===== config.mk =====
export PLATFORM = sky130hd
export DESIGN_NAME = ship_bullet_ctrl_flat
export DESIGN_NICKNAME = d
export VERILOG_FILES = /design/src/rtl/ship_bullet_ctrl_if.sv /design/src/rtl/ship_bullet_ctrl.sv /design/src/flat_wrapper.sv
export SDC_FILE = /design/constraint.sdc
export NUM_CORES = 1
export LEC_CHECK = 0
export CORE_ASPECT_RATIO = 1.75
export CORE_MARGIN = 2
export CORE_UTILIZATION = 58
export DETAILED_ROUTE_END_ITERATION = 8
export PLACE_DENSITY = 0.88
export SLEW_MARGIN = 10
export SYNTH_ARGS = -nofsm -noshare
export SYNTH_HDL_FRONTEND = slang
export SYNTH_SLANG_ARGS = --single-unit
export TNS_END_PERCENT = 10

===== constraint.sdc =====
create_clock -name wb_clk_i -period 10.7 [get_ports wb_clk_i]
set_input_delay 1.07 -clock wb_clk_i [delete_from_list [all_inputs] [get_ports wb_clk_i]]
set_output_delay 1.07 -clock wb_clk_i [all_outputs]
set_load 0.005 [all_outputs]

===== src/rtl/ship_bullet_ctrl_if.sv =====
// Game-logic bus between the firmware/input side and the bullet controller.
interface ship_bullet_ctrl_if;
    localparam int unsigned COORD_W = 10;
    localparam int unsigned N_ALIEN = 3;
    localparam int unsigned SCORE_W = 8;

    logic                         frame_tick_i;
    logic                         fire_i;
    logic                         restart_i;
    logic [COORD_W-1:0]           ship_x_i;
    logic [N_ALIEN*COORD_W-1:0]   alien_x_i;
    logic [COORD_W-1:0]           alien_y_i;
    logic [COORD_W-1:0]           bullet_x_o;
    logic [COORD_W-1:0]           bullet_y_o;
    logic                         bullet_active_o;
    logic [N_ALIEN-1:0]           alien_alive_o;
    logic                         hit_o;
    logic [SCORE_W-1:0]           score_o;

    modport master (
        output frame_tick_i, fire_i, restart_i, ship_x_i, alien_x_i, alien_y_i,
        input  bullet_x_o, bullet_y_o, bullet_active_o, alien_alive_o, hit_o, score_o
    );

    modport slave (
        input  frame_tick_i, fire_i, restart_i, ship_x_i, alien_x_i, alien_y_i,
        output bullet_x_o, bullet_y_o, bullet_active_o, alien_alive_o, hit_o, score_o
    );
endinterface


===== src/rtl/ship_bullet_ctrl.sv =====
// Player bullet launch/advance, bullet-vs-alien collision, alien mask and score.
module ship_bullet_ctrl #(
    parameter int unsigned SHIP_Y = 380,
    parameter int unsigned STEP   = 4,
    parameter int unsigned SPR_W  = 20,
    parameter int unsigned BUL_W  = 2,
    parameter int unsigned BUL_H  = 5
) (
    input  logic               wb_clk_i,
    input  logic               wb_rst_n,
    ship_bullet_ctrl_if.slave  bus
);
    localparam int unsigned XW      = 10;
    localparam int unsigned CW      = 11;
    localparam int unsigned N_ALIEN = 3;
    localparam int unsigned SCW     = 8;

    localparam logic [XW-1:0]  Y_HIDDEN  = 10'h3FF;
    localparam logic [XW-1:0]  LAUNCH_Y  = XW'(SHIP_Y - BUL_H);
    localparam logic [XW-1:0]  LAUNCH_DX = XW'(9);
    localparam logic [XW-1:0]  STEP_PX   = XW'(STEP);
    localparam logic [SCW-1:0] SCORE_MAX = '1;

    typedef enum logic [1:0] {
        ST_IDLE = 2'd0,
        ST_FLY  = 2'd1,
        ST_HIT  = 2'd2
    } state_e;

    state_e              state_q, state_d;
    logic [XW-1:0]       bullet_x_q, bullet_x_d;
    logic [XW-1:0]       bullet_y_q, bullet_y_d;
    logic                active_q, active_d;
    logic [N_ALIEN-1:0]  alive_q, alive_d;
    logic                hit_q, hit_d;
    logic [SCW-1:0]      score_q, score_d;

    logic [N_ALIEN-1:0]  overlap_c;
    logic [N_ALIEN-1:0]  kill_c;
    logic                hit_any_c;
    logic [CW-1:0]       ax_c;
    logic [CW-1:0]       ay_c;
    logic [CW-1:0]       bx_c;
    logic [CW-1:0]       by_c;

    // Rectangle overlap of the registered bullet against each live alien, 11-bit so nothing wraps.
    always_comb begin
        overlap_c = '0;
        ax_c      = '0;
        bx_c      = {1'b0, bullet_x_q};
        by_c      = {1'b0, bullet_y_q};
        ay_c      = {1'b0, bus.alien_y_i};
        for (int i = 0; i < int'(N_ALIEN); i++) begin
            ax_c = {1'b0, bus.alien_x_i[XW*i +: XW]};
            overlap_c[i] = alive_q[i]
                         && ((bx_c + CW'(BUL_W)) > ax_c)
                         && (bx_c < (ax_c + CW'(SPR_W)))
                         && ((by_c + CW'(BUL_H)) > ay_c)
                         && (by_c < (ay_c + CW'(SPR_W)));
        end
    end

    // Lowest-index overlapping alien wins.
    always_comb begin
        kill_c = '0;
        for (int i = N_ALIEN - 1; i >= 0; i--) begin
            if (overlap_c[i]) begin
                kill_c = '0;
                kill_c[i] = 1'b1;
            end
        end
        hit_any_c = |overlap_c;
    end

    // Next-state and next-output logic; restart overrides everything.
    always_comb begin
        state_d    = state_q;
        bullet_x_d = bullet_x_q;
        bullet_y_d = bullet_y_q;
        active_d   = active_q;
        alive_d    = alive_q;
        hit_d      = 1'b0;
        score_d    = score_q;

        if (bus.restart_i) begin
            state_d    = ST_IDLE;
            bullet_x_d = '0;
            bullet_y_d = Y_HIDDEN;
            active_d   = 1'b0;
            alive_d    = '1;
            score_d    = '0;
        end else begin
            unique case (state_q)
                ST_IDLE: begin
                    if (bus.fire_i) begin
                        state_d    = ST_FLY;
                        bullet_x_d = bus.ship_x_i + LAUNCH_DX;
                        bullet_y_d = LAUNCH_Y;
                        active_d   = 1'b1;
                    end
                end
                ST_FLY: begin
                    if (hit_any_c) begin
                        state_d    = ST_HIT;
                        alive_d    = alive_q & ~kill_c;
                        hit_d      = 1'b1;
                        score_d    = (score_q == SCORE_MAX) ? score_q : score_q + SCW'(1);
                        active_d   = 1'b0;
                        bullet_y_d = Y_HIDDEN;
                    end else if (bus.frame_tick_i) begin
                        if (bullet_y_q < STEP_PX) begin
                            state_d    = ST_IDLE;
                            bullet_y_d = Y_HIDDEN;
                            active_d   = 1'b0;
                        end else begin
                            bullet_y_d = bullet_y_q - STEP_PX;
                        end
                    end
                end
                ST_HIT: begin
                    state_d = ST_IDLE;
                end
                default: begin
                    state_d    = ST_IDLE;
                    bullet_y_d = Y_HIDDEN;
                    active_d   = 1'b0;
                end
            endcase
        end
    end

    // State and output registers.
    always_ff @(posedge wb_clk_i or negedge wb_rst_n) begin
        if (!wb_rst_n) begin
            state_q    <= ST_IDLE;
            bullet_x_q <= '0;
            bullet_y_q <= Y_HIDDEN;
            active_q   <= 1'b0;
            alive_q    <= '1;
            hit_q      <= 1'b0;
            score_q    <= '0;
        end else begin
            state_q    <= state_d;
            bullet_x_q <= bullet_x_d;
            bullet_y_q <= bullet_y_d;
            active_q   <= active_d;
            alive_q    <= alive_d;
            hit_q      <= hit_d;
            score_q    <= score_d;
        end
    end

    assign bus.bullet_x_o      = bullet_x_q;
    assign bus.bullet_y_o      = bullet_y_q;
    assign bus.bullet_active_o = active_q;
    assign bus.alien_alive_o   = alive_q;
    assign bus.hit_o           = hit_q;
    assign bus.score_o         = score_q;
endmodule


===== src/flat_wrapper.sv =====
// flat-port wrapper written by rule: the top's interface ports become plain ports
module ship_bullet_ctrl_flat 
#(
    parameter int unsigned SHIP_Y = 380,
    parameter int unsigned STEP   = 4,
    parameter int unsigned SPR_W  = 20,
    parameter int unsigned BUL_W  = 2,
    parameter int unsigned BUL_H  = 5
)
  (wb_clk_i, wb_rst_n, bus_frame_tick_i, bus_fire_i, bus_restart_i, bus_ship_x_i, bus_alien_x_i, bus_alien_y_i, bus_bullet_x_o, bus_bullet_y_o, bus_bullet_active_o, bus_alien_alive_o, bus_hit_o, bus_score_o);
  ship_bullet_ctrl_if bus_i ();
  input  logic wb_clk_i;
  input  logic wb_rst_n;
  input wire logic [$bits(bus_i.frame_tick_i)-1:0] bus_frame_tick_i;
  input wire logic [$bits(bus_i.fire_i)-1:0] bus_fire_i;
  input wire logic [$bits(bus_i.restart_i)-1:0] bus_restart_i;
  input wire logic [$bits(bus_i.ship_x_i)-1:0] bus_ship_x_i;
  input wire logic [$bits(bus_i.alien_x_i)-1:0] bus_alien_x_i;
  input wire logic [$bits(bus_i.alien_y_i)-1:0] bus_alien_y_i;
  output wire logic [$bits(bus_i.bullet_x_o)-1:0] bus_bullet_x_o;
  output wire logic [$bits(bus_i.bullet_y_o)-1:0] bus_bullet_y_o;
  output wire logic [$bits(bus_i.bullet_active_o)-1:0] bus_bullet_active_o;
  output wire logic [$bits(bus_i.alien_alive_o)-1:0] bus_alien_alive_o;
  output wire logic [$bits(bus_i.hit_o)-1:0] bus_hit_o;
  output wire logic [$bits(bus_i.score_o)-1:0] bus_score_o;
  assign bus_i.frame_tick_i = bus_frame_tick_i;
  assign bus_i.fire_i = bus_fire_i;
  assign bus_i.restart_i = bus_restart_i;
  assign bus_i.ship_x_i = bus_ship_x_i;
  assign bus_i.alien_x_i = bus_alien_x_i;
  assign bus_i.alien_y_i = bus_alien_y_i;
  assign bus_bullet_x_o = bus_i.bullet_x_o;
  assign bus_bullet_y_o = bus_i.bullet_y_o;
  assign bus_bullet_active_o = bus_i.bullet_active_o;
  assign bus_alien_alive_o = bus_i.alien_alive_o;
  assign bus_hit_o = bus_i.hit_o;
  assign bus_score_o = bus_i.score_o;
  ship_bullet_ctrl #(.SHIP_Y(SHIP_Y), .STEP(STEP), .SPR_W(SPR_W), .BUL_W(BUL_W), .BUL_H(BUL_H)) u_core (.wb_clk_i(wb_clk_i), .wb_rst_n(wb_rst_n), .bus(bus_i));
endmodule

# --- Yosys cells after proc, flatten, opt, wreduce, memory -nomap -nowiden ---
# Index checks and enable logic that the tools add are counted.
word_totals:
  register_bits: 35
  inputBits: 55
  output_inout_bits: 33
  word_cells: 93
classes:
  reduce_logical: 24
  magnitude_cmp: 9
  n_mux: 34
  bitwise_logic: 2
  n_addsub: 9
  n_eq_ne: 8
ops:
  columns: ["operator", "count"]
  rows:
  - ["two-way mux 10 bit", 8]
  - ["adder 10 x 5 -> 11 bit (second input constant)", 4]
  - ["> comparator 11 x 10 -> 1 bit", 4]
  - ["< comparator 10 x 11 -> 1 bit", 4]
  - ["two-way mux 8 bit", 4]
  - ["case mux 10 bit (3 select lines)", 1]
  - ["two-way mux 3 bit", 6]
  - ["logical AND 1 bit", 12]
  - ["adder 10 x 2 -> 11 bit (second input constant)", 1]
  - ["adder 10 x 3 -> 11 bit (second input constant)", 1]
  - ["adder 10 x 4 -> 10 bit (second input constant)", 1]
  - ["< comparator 10 x 3 -> 1 bit (second input constant)", 1]
  - ["two-way mux 2 bit", 5]
  - ["subtractor 10 x 3 -> 10 bit (second input constant)", 1]
  - ["AND reduction 3 bit", 3]
  - ["adder 8 x 1 -> 8 bit (second input constant)", 1]
  - ["== test 8 bit (second input constant)", 1]
  - ["two-way mux 1 bit", 8]
  - ["nonzero test 2 bit", 4]
  - ["inequality test 2 bit (second input constant)", 2]
  - ["inequality test 4 x 2 -> 1 bit (second input constant)", 1]
  - ["inequality test 4 x 3 -> 1 bit (second input constant)", 1]
  - ["case mux 2 bit (2 select lines)", 1]
  - ["AND reduction 2 bit", 2]
  - ["9 further kinds", 9]

# --- Logic depth before layout (Yosys ltp) ---
# Gate-level depths: netlist of the first run.
logic_depth:
  word_depth: 14
  ltp_mapped: 15
  mapped_depth_nobuf: 14

# --- Worst setup path before layout of the first run ---
# Ideal clock, no wire load.
synth_path:
  path_kind: "flip-flop to flip-flop"
  startpoint: "register u_core.bullet_y_q[2], in the netlist u_core.bus.bullet_y_o[2]"
  endpoint: "register u_core.bullet_y_q[0], in the netlist u_core.bus.bullet_y_o[0]"
  stages_incl_launch_ff: 15
  t_arrival_ns: 3.619
  path_buffers: 1
  setup_slack_ns: 7.005
  path_cell_list: "dfstp_2 > inv_1 > ha_1 > or4b_2 > xnor2_1 > ha_1 > nand4_1 > or4_1 > o311ai_1 > and3_4 > nor3_1 > o21ai_2 > buf_4 > nand4_1 > a21o_1"
synth_between:
  elab_chain_cells: 8
  elab_cells_between_ends: 18
  classes_between: "1 x add/sub; 3 x order compare; 1 x eq/ne; 5 x mux; 8 x reduce/logical"
synth_rtl:
  columns: ["item", "line", "source"]
  rows:
  - ["start, declared", "ship_bullet_ctrl.sv:32", "logic [XW-1:0] bullet_y_q, bullet_y_d;"]
  - ["start signal, assigned", "ship_bullet_ctrl.sv:145", "bullet_y_q <= bullet_y_d;"]
  - ["adder 10 x 3 -> 11 bit", "ship_bullet_ctrl.sv:58", "&& ((by_c + CW'(BUL_H)) > ay_c)"]
  - ["> comparator 11 x 10 -> 1 bit", "ship_bullet_ctrl.sv:58", null]
  - ["logical AND 1 bit", "ship_bullet_ctrl.sv:58", null]
  - ["logical AND 1 bit", "ship_bullet_ctrl.sv:59", "&& (by_c < (ay_c + CW'(SPR_W)));"]
  - ["OR reduction 3 bit", "ship_bullet_ctrl.sv:72", "hit_any_c = |overlap_c;"]
  - ["two-way mux 10 bit", "ship_bullet_ctrl.sv:103", "if (hit_any_c) begin"]
  - ["case mux 10 bit (3 select lines)", "ship_bullet_ctrl.sv:93", "unique case (state_q)"]
  - ["two-way mux 10 bit", "ship_bullet_ctrl.sv:85", "if (bus.restart_i) begin"]
# Several ways; a longest one is shown, not always the timed one. The select of a mux whose other input is x is not followed.
# A chain may end at the register's enable or synchronous reset.

# --- Worst setup path after layout of the first run ---
layout_path:
  startpoint: "input port bus_alien_x_i[2]"
  endpoint: "register u_core.bullet_y_q[2], in the netlist u_core.bus.bullet_y_o[2]"
layout_between:
  elab_chain_cells: 9
  elab_cells_between_ends: 13
  classes_between: "1 x add/sub; 2 x order compare; 1 x eq/ne; 3 x mux; 6 x reduce/logical"
layout_rtl:
  columns: ["item", "line", "source"]
  rows:
  - ["start, declared", "flat_wrapper.sv:18", "input wire logic [$bits(bus_i.alien_x_i)-1:0] bus_alien_x_i;"]
  - ["adder 10 x 5 -> 11 bit or > comparator 11 x 10 -> 1 bit (tied branches)", "ship_bullet_ctrl.sv:57, ship_bullet_ctrl.sv:56", null]
  - ["< comparator 10 x 11 -> 1 bit or logical AND 1 bit (tied branches)", "ship_bullet_ctrl.sv:57, ship_bullet_ctrl.sv:56", null]
  - ["logical AND 1 bit *", "ship_bullet_ctrl.sv:57", "&& (bx_c < (ax_c + CW'(SPR_W)))"]
  - ["logical AND 1 bit *", "ship_bullet_ctrl.sv:58", null]
  - ["logical AND 1 bit *", "ship_bullet_ctrl.sv:59", null]
  - ["OR reduction 3 bit *", "ship_bullet_ctrl.sv:72", null]
  - ["two-way mux 10 bit", "ship_bullet_ctrl.sv:103", null]
  - ["case mux 10 bit (3 select lines)", "ship_bullet_ctrl.sv:93", null]
  - ["two-way mux 10 bit", "ship_bullet_ctrl.sv:85", null]
# Mark *: on every way between the ends. The rest lies on a longest branch, timed or not.

==> flow_metrics.tcl, run 1 <==
set metrics [dict create \
    status "finished, final reports clean" \
    gpl.final_weighted_congestion 0.948 \
    critPathKind "in -> reg" \
    vias 4311 \
    die_y_um 120 \
    synth_area_um2 4470 \
    powerDensity_nw_per_um2 97.9 \
    cts_buffers 5 \
    max_slew_margin_pct 55.5 \
    multiInputGateArea_um2 3340 \
    crit_fanout 16 \
    initial_core_util_pct 59.5 \
    drv_slew 0 \
    p_leak_nw 2.49 \
    ys.warnings.count 0 \
    rows 42 \
    layout.nets 751 \
    dpl.hpwl_um 10500 \
    cts_resized 0 \
    wire_per_inst_um 18.6 \
    finalSetupTns_ns 0 \
    grt_pass1_wl_um 21400 \
    grt.met3_usage_pct 2.18 \
    critPathLaunchType "primary input" \
    first_pass_iters 4 \
    holdPathStages 2 \
    max_freq_mhz 220 \
    fillers 577 \
    preCtsSetupSlack_ns 5.97 \
    coreArea_um2 7510 \
    route.detailed.drc 0 \
    synth_ff_type "dfrtp_1" \
    grt_usage_pct 32.0 \
    dieWidth_um 70.4 \
    grt_max_degree 35 \
    io-pin-count 88 \
    drtIter0Drc 236 \
    antenna_left 0 \
    required_ns 10.91 \
    postCtsSetupBuffers 0 \
    finalWorstSetupSlack_ns 6.15 \
    grt_overflow 0 \
    finalCritPeriodShare_pct 42.5 \
    hold_slack_ns 0.535 \
    cts_hold_buf 0 \
    synth_seq_cells 34 \
    htree_levels 2 \
    synthDistinctLibCells 77 \
    critPathSlowestCell "o21ai_2" \
    rrSetupSlack_ns 6.36 \
    yosysMostFrequentCell "ha_1" \
    hold_end "u_core.bus.bullet_x_o[0]" \
    cts_tree "built" \
    path_depth 13 \
    layout_min_cycle_time_ns 4.55 \
    wl_um 13000 \
    r2r_cells 13 \
    r2r_start "u_core.bus.bullet_y_o[2]" \
    drive_above_1_share_pct 7.22 \
    regArea_um2 866 \
    synthTopCellsByCount "ha_1, inv_1, xnor2_1" \
    r2r_end "u_core.bus.bullet_y_o[2]" \
    cts_root_buffer "clkbuf_16" \
    synth_seq_area_share_pct 19.4 \
    async_flop_share_pct 100 \
    antenna_found_initial 0 \
    worstHoldStart "u_core.bus.bullet_x_o[0]" \
    critPathCaptureType "register" \
    critPathArrivalTime_ns 4.76 \
    synth-edff-count 0 \
    path_clk_slew_ns 0.06 \
    crit_path_max_incr_delay_ns 0.55 \
    path_cells "clkdlybuf4s50_1 -> ha_1 -> o2111ai_1 -> xnor2_1 -> ha_1 -> and4_1 -> nand2_1 -> o211a_1 -> o31ai_1 -> o2bb2ai_2 -> o21ai_2 -> nand2_1 -> o32a_1" \
    antenna_cells 0 \
    synth_top_area_share_pct 24.6 \
    clkLatencyLatePin_ns 0.28 \
    cp_top_family "compound AO/OA/AOI/OAI gates" \
    finalSetupViolCount 0 \
    viasPerCell 6.19 \
    skew_ns 0.00395 \
    io_buffers 87 \
    worst_pin_slew_ns 0.667 \
    die_area_um2 8450 \
    maxCapViolations 0 \
    syn_nets 666 \
    syn_inst 523 \
    global_route.usage.met2_pct 64.0 \
    syn_avg_cell_area_um2 8.55 \
    synthTopCellsByArea "ha_1, dfrtp_1, dfstp_2" \
    grt_most_used_layer "met2" \
    grt_use_met1_pct 31.5 \
    cts.sinks 34 \
    critPathBufInv 1 \
    area_growth_pct 23.9 \
    hold_viol_final 0 \
    cts_buffer_depth 2 \
    grt_setup_unrepaired "false" \
    yosys.area.top_type "ha_1" \
    grt_pass1_vias 4496 \
    hp-class "reg -> reg" \
    ir_drop_uv 143 \
]
[logic make-up after synthesis]
logic type               count (synthesis)  share of synthesized area (%)
AO/OA/AOI/OAI                          130                           20.4
buffers and inverters                   60                           5.85
AND/OR/NAND/NOR                        163                           20.3
XOR/XNOR                                47                           9.21
multiplexers                             1                          0.224
adder cells (fa/ha/maj)                 88                           24.6
flip-flops                              34                           19.4
[worst register-to-register path, stage by stage, from the launching register on]
cell	delay, ns
dfstp_2	0.64
inv_1	0.14
ha_1	0.23
or4b_2	0.65
xnor2_1	0.18
ha_1	0.33
nand4_1	0.15
or4_1	0.57
o311ai_1	0.11
and3_4	0.27
nor3_1	0.06
o21ai_2	0.28
nand2_1	0.25
o32a_1	0.40
[per-stage QoR]
stage / utilization [%] / instances / power [mW] / instance area [µm²]
2_1_floorplan: - / 523 / 0.305 / 4470
3_3_place_gp: 71.6 / 689 / 0.384 / 5380
3_5_place_dp: 71.6 / 689 / 0.393 / 5380
4_1_cts: 73.7 / 697 / 0.541 / 5540
5_1_grt: 73.7 / 697 / 0.573 / 5540
6_report: 73.7 / 697 / 0.542 / 5540
[worst max-delay path by stage]
stage	start	to	slack [ns]
CTS	bus_alien_x_i[2]	u_core.bus.bullet_y_o[2]	6.19
finish	bus_alien_x_i[2]	u_core.bus.bullet_y_o[2]	6.15
global placement	bus_alien_x_i[2]	u_core.bus.bullet_y_o[2]	6.04
global route	bus_alien_x_i[2]	u_core.bus.bullet_y_o[2]	5.93
detailed placement	bus_alien_x_i[2]	u_core.bus.bullet_y_o[2]	5.97
floorplan	u_core.bus.bullet_y_o[2]	u_core.bus.bullet_y_o[0]	7.00
[flip-flops by register name (all words and copies together) (netlist names)]
signal and count:
u_core.state_q 2, u_core.bus.bullet_active_o 1, u_core.bus.hit_o 1, u_core.bus.score_o 8, u_core.bus.alien_alive_o 3, u_core.bus.bullet_x_o 10, u_core.bus.bullet_y_o 9
[final cells by class]
cell class	instances	area share [%]
inverter	50	3.39
clock buffer	6	2.51
clock inverter	2	0.226
sequential	34	15.6
tap	88	1.99
multi-input combinational	429	60.4
timing repair buffer	88	15.9
[power breakdown]
part | internal, mW | total (mW) | switching, mW
Clock | 0.0921 | 0.148 | 0.0560
Sequential | 0.139 | 0.161 | 0.0222
Combinational | 0.111 | 0.233 | 0.121
[cells in the final DEF (no fill, tap or decap), types with 5 or more instances in the layout]
cell and count:
ha_1 88, clkdlybuf4s50_1 87, inv_1 48, xnor2_1 33, a21oi_1 30, nand2_1 28
nor2_1 28, nand3_1 24, o21ai_0 22, dfrtp_1 22, nand4_1 15, xor2_1 14
a21o_1 14, nor3_1 12, dfstp_2 12, or3_1 11, o21ai_1 9, nor2b_1 8
a211oi_1 5, a31oi_1 5, and3_1 5, clkbuf_16 5
[per-layer routing]
metal	share of wire, %	vias up
met3	3.5	37
met5	0	-
li1	-	2083
met1	35	2056
met4	4.4	0
met2	57	135
No activity file was read; power rests on OpenSTA's default activity.
==> inputs of run 2 (changes only) <==
--- a/config.mk
+++ b/config.mk
@@ -7,9 +7,9 @@
 export LEC_CHECK = 0
 export CORE_ASPECT_RATIO = 1.75
 export CORE_MARGIN = 2
-export CORE_UTILIZATION = 58
+export CORE_UTILIZATION = 48
 export DETAILED_ROUTE_END_ITERATION = 8
-export PLACE_DENSITY = 0.88
+export PLACE_DENSITY = 0.78
 export SLEW_MARGIN = 10
 export SYNTH_ARGS = -nofsm -noshare
 export SYNTH_HDL_FRONTEND = slang
==> constraint.sdc (replaced) <==
create_clock -name wb_clk_i -period 4.05 [get_ports wb_clk_i]
set_input_delay 0.405 -clock wb_clk_i [delete_from_list [all_inputs] [get_ports wb_clk_i]]
set_output_delay 0.405 -clock wb_clk_i [all_outputs]
set_load 0.005 [all_outputs]
==> run 2 against run 1 <==
  * Total power rose to 2.8 times the previous value
  * Core utilization decreased by 9.8 points
  * Global-route usage shrank 5.3 points
  * Final cell count up 7.9%
  * Critical path depth increased by 1
  * Via count up 3.4%
  * Sequential share of layout area down 0.64 points
  * Worst hold slack worse by 0.019 ns
  * Clock power increased to 3.0 times the previous value
  * First-iteration DRC count shrank 23%
  * Final area increased by 4.3%
  * Sequential cell count unchanged
==> flow_metrics.tcl, run 2 (synthesis gave the netlist of run 1 again) <==
set metrics [dict create \
    wl_um 13200 \
    status "finished, final reports clean" \
    largest_reg_flops 10 \
    worst_pin_slew_ns 0.994 \
    finalCritPeriodShare_pct 95.3 \
    crit_fanout 12 \
    grt_pass1_vias 4659 \
    max_freq_mhz 259 \
    clkLatencyLatePin_ns 0.28 \
    cts_root_buffer "clkbuf_16" \
    viasPerCell 5.93 \
    regArea_um2 866 \
    layout.nets 774 \
    antenna_found_initial 0 \
    p_int_uw 999 \
    antenna_cells 0 \
    dp.cells 741 \
    die_area_um2 10100 \
    gpl.final_weighted_congestion 0.955 \
    final_common_cell "ha_1" \
    preCtsSetupSlack_ns 0.143 \
    dpl.hpwl_um 10900 \
    initial_core_util_pct 49.5 \
    route.detailed.drc 0 \
    required_ns 4.26 \
    seqPwrFrac_pct 27.1 \
    cts_buffers 5 \
    layout_min_cycle_time_ns 3.86 \
    critPathArrivalTime_ns 4.07 \
    grt_usage_pct 26.6 \
    finalSetupTns_ns 0 \
    max_slew_margin_pct 33.5 \
    die_y_um 132 \
    cts.sinks 34 \
    path_clk_slew_ns 0.05 \
    hold_viol_final 0 \
    maxCapViolations 0 \
    hp-class "reg -> reg" \
    io-pin-count 88 \
    grt_overflow 0 \
    critPathKind "reg -> reg" \
    critPathLaunchType "register" \
    drtIter0Drc 181 \
    grt_setup_unrepaired "false" \
    p_clk_share_pct 29.6 \
    grt_max_degree 23 \
    antenna_left 0 \
    cts_hold_buf 0 \
    combPwrFrac_pct 43.3 \
    skew_ns 0.00332 \
    area_growth_pct 29.2 \
    first_pass_iters 5 \
    multiInputGateArea_um2 3340 \
    rows 46 \
    finalSetupViolCount 0 \
    p_switching_uw 525 \
    vias 4458 \
    io_buffers 87 \
    final_util_pct 63.9 \
    critPathCaptureType "register" \
    finalWorstSetupSlack_ns 0.192 \
    wire_per_inst_um 17.6 \
    ir_drop_uv 295 \
    p_leak_nw 2.62 \
    drv_slew 0 \
    hold_slack_ns 0.516 \
    layoutNonFillerInstCount 752 \
    cts_tree "built" \
    coreArea_um2 9040 \
    fillers 767 \
    dieWidth_um 76.9 \
    grt_pass1_wl_um 21700 \
    htree_levels 2 \
    switching_share_pct 34.5 \
    cts_buffer_depth 2 \
    drive_above_1_share_pct 10.4 \
    powerDensity_nw_per_um2 264 \
    layout_common_cells "ha_1, clkdlybuf4s50_1, inv_1, xnor2_1, a21oi_1" \
]
-- run 2: metrics by stage --
step	area, µm²	power [mW]
floorplan	4470	0.806
finish	5770	1.52
global route	5770	1.61
detailed placement	5570	1.06
CTS	5750	1.52
global placement	5570	1.03
-- run 2: worst max-delay path, stage by stage (launching register included) --
cell and delay [ns]:
dfstp_2 0.53, inv_1 0.08, ha_1 0.23, or4b_2 0.68
xnor2_1 0.16, ha_1 0.32, nand4_1 0.14, or4_1 0.55
o311ai_1 0.10, and3_4 0.24, nor3_1 0.06, o21ai_2 0.08
buf_6 0.16, nand2_1 0.11, o32a_1 0.36
-- run 2: path summary, 6_finish.rpt --
check	startpoint	end	slack [ns]	cells past startpoint
min in group asynchronous	wb_rst_n	u_core.bus.bullet_x_o[4]	0.67	1
max in group asynchronous	wb_rst_n	u_core.bus.alien_alive_o[1]	2.56	2
worst max register to register	u_core.bus.bullet_y_o[2]	u_core.bus.bullet_y_o[2]	0.19	14
worst min register to register	u_core.bus.bullet_x_o[0]	u_core.bus.bullet_x_o[0]	0.52	2
worst min-delay path	u_core.bus.bullet_x_o[0]	u_core.bus.bullet_x_o[0]	0.52	2
worst max-delay path	u_core.bus.bullet_y_o[2]	u_core.bus.bullet_y_o[2]	0.19	14
-- run 2: power groups by stage --
stage | logic (mW) | clock network (mW) | registers, mW
finish | 0.660 | 0.451 | 0.414
detailed placement | 0.640 | 0 | 0.418
floorplan | 0.400 | 0 | 0.407
global route | 0.729 | 0.469 | 0.416
CTS | 0.649 | 0.457 | 0.412
global placement | 0.613 | 0 | 0.417
-- run 2: final cells by class --
type / count / area share [%]
sequential: 34 / 15.0
timing repair buffer: 111 / 18.3
clock buffer: 7 / 2.47
multi-input combinational: 429 / 57.9
inverter: 50 / 3.25
clock inverter: 1 / 0.520
tap: 120 / 2.60
-- run 2: repair_timing --
| action | in CTS | in global routing |
|---|---|---|
| setup endpoints to repair | 0 | 1 |
| setup buffers | 0 | 3 |
| resized for setup | 0 | 1 |
-- run 2: layer usage --
metal	part of all wire (%)	global-route usage (%)	up-vias
met5	0	0	-
met4	6.4	17.8	0
met3	3.5	2.82	58
met2	57	52.9	146
met1	33	24.3	2115
li1	-	-	2139
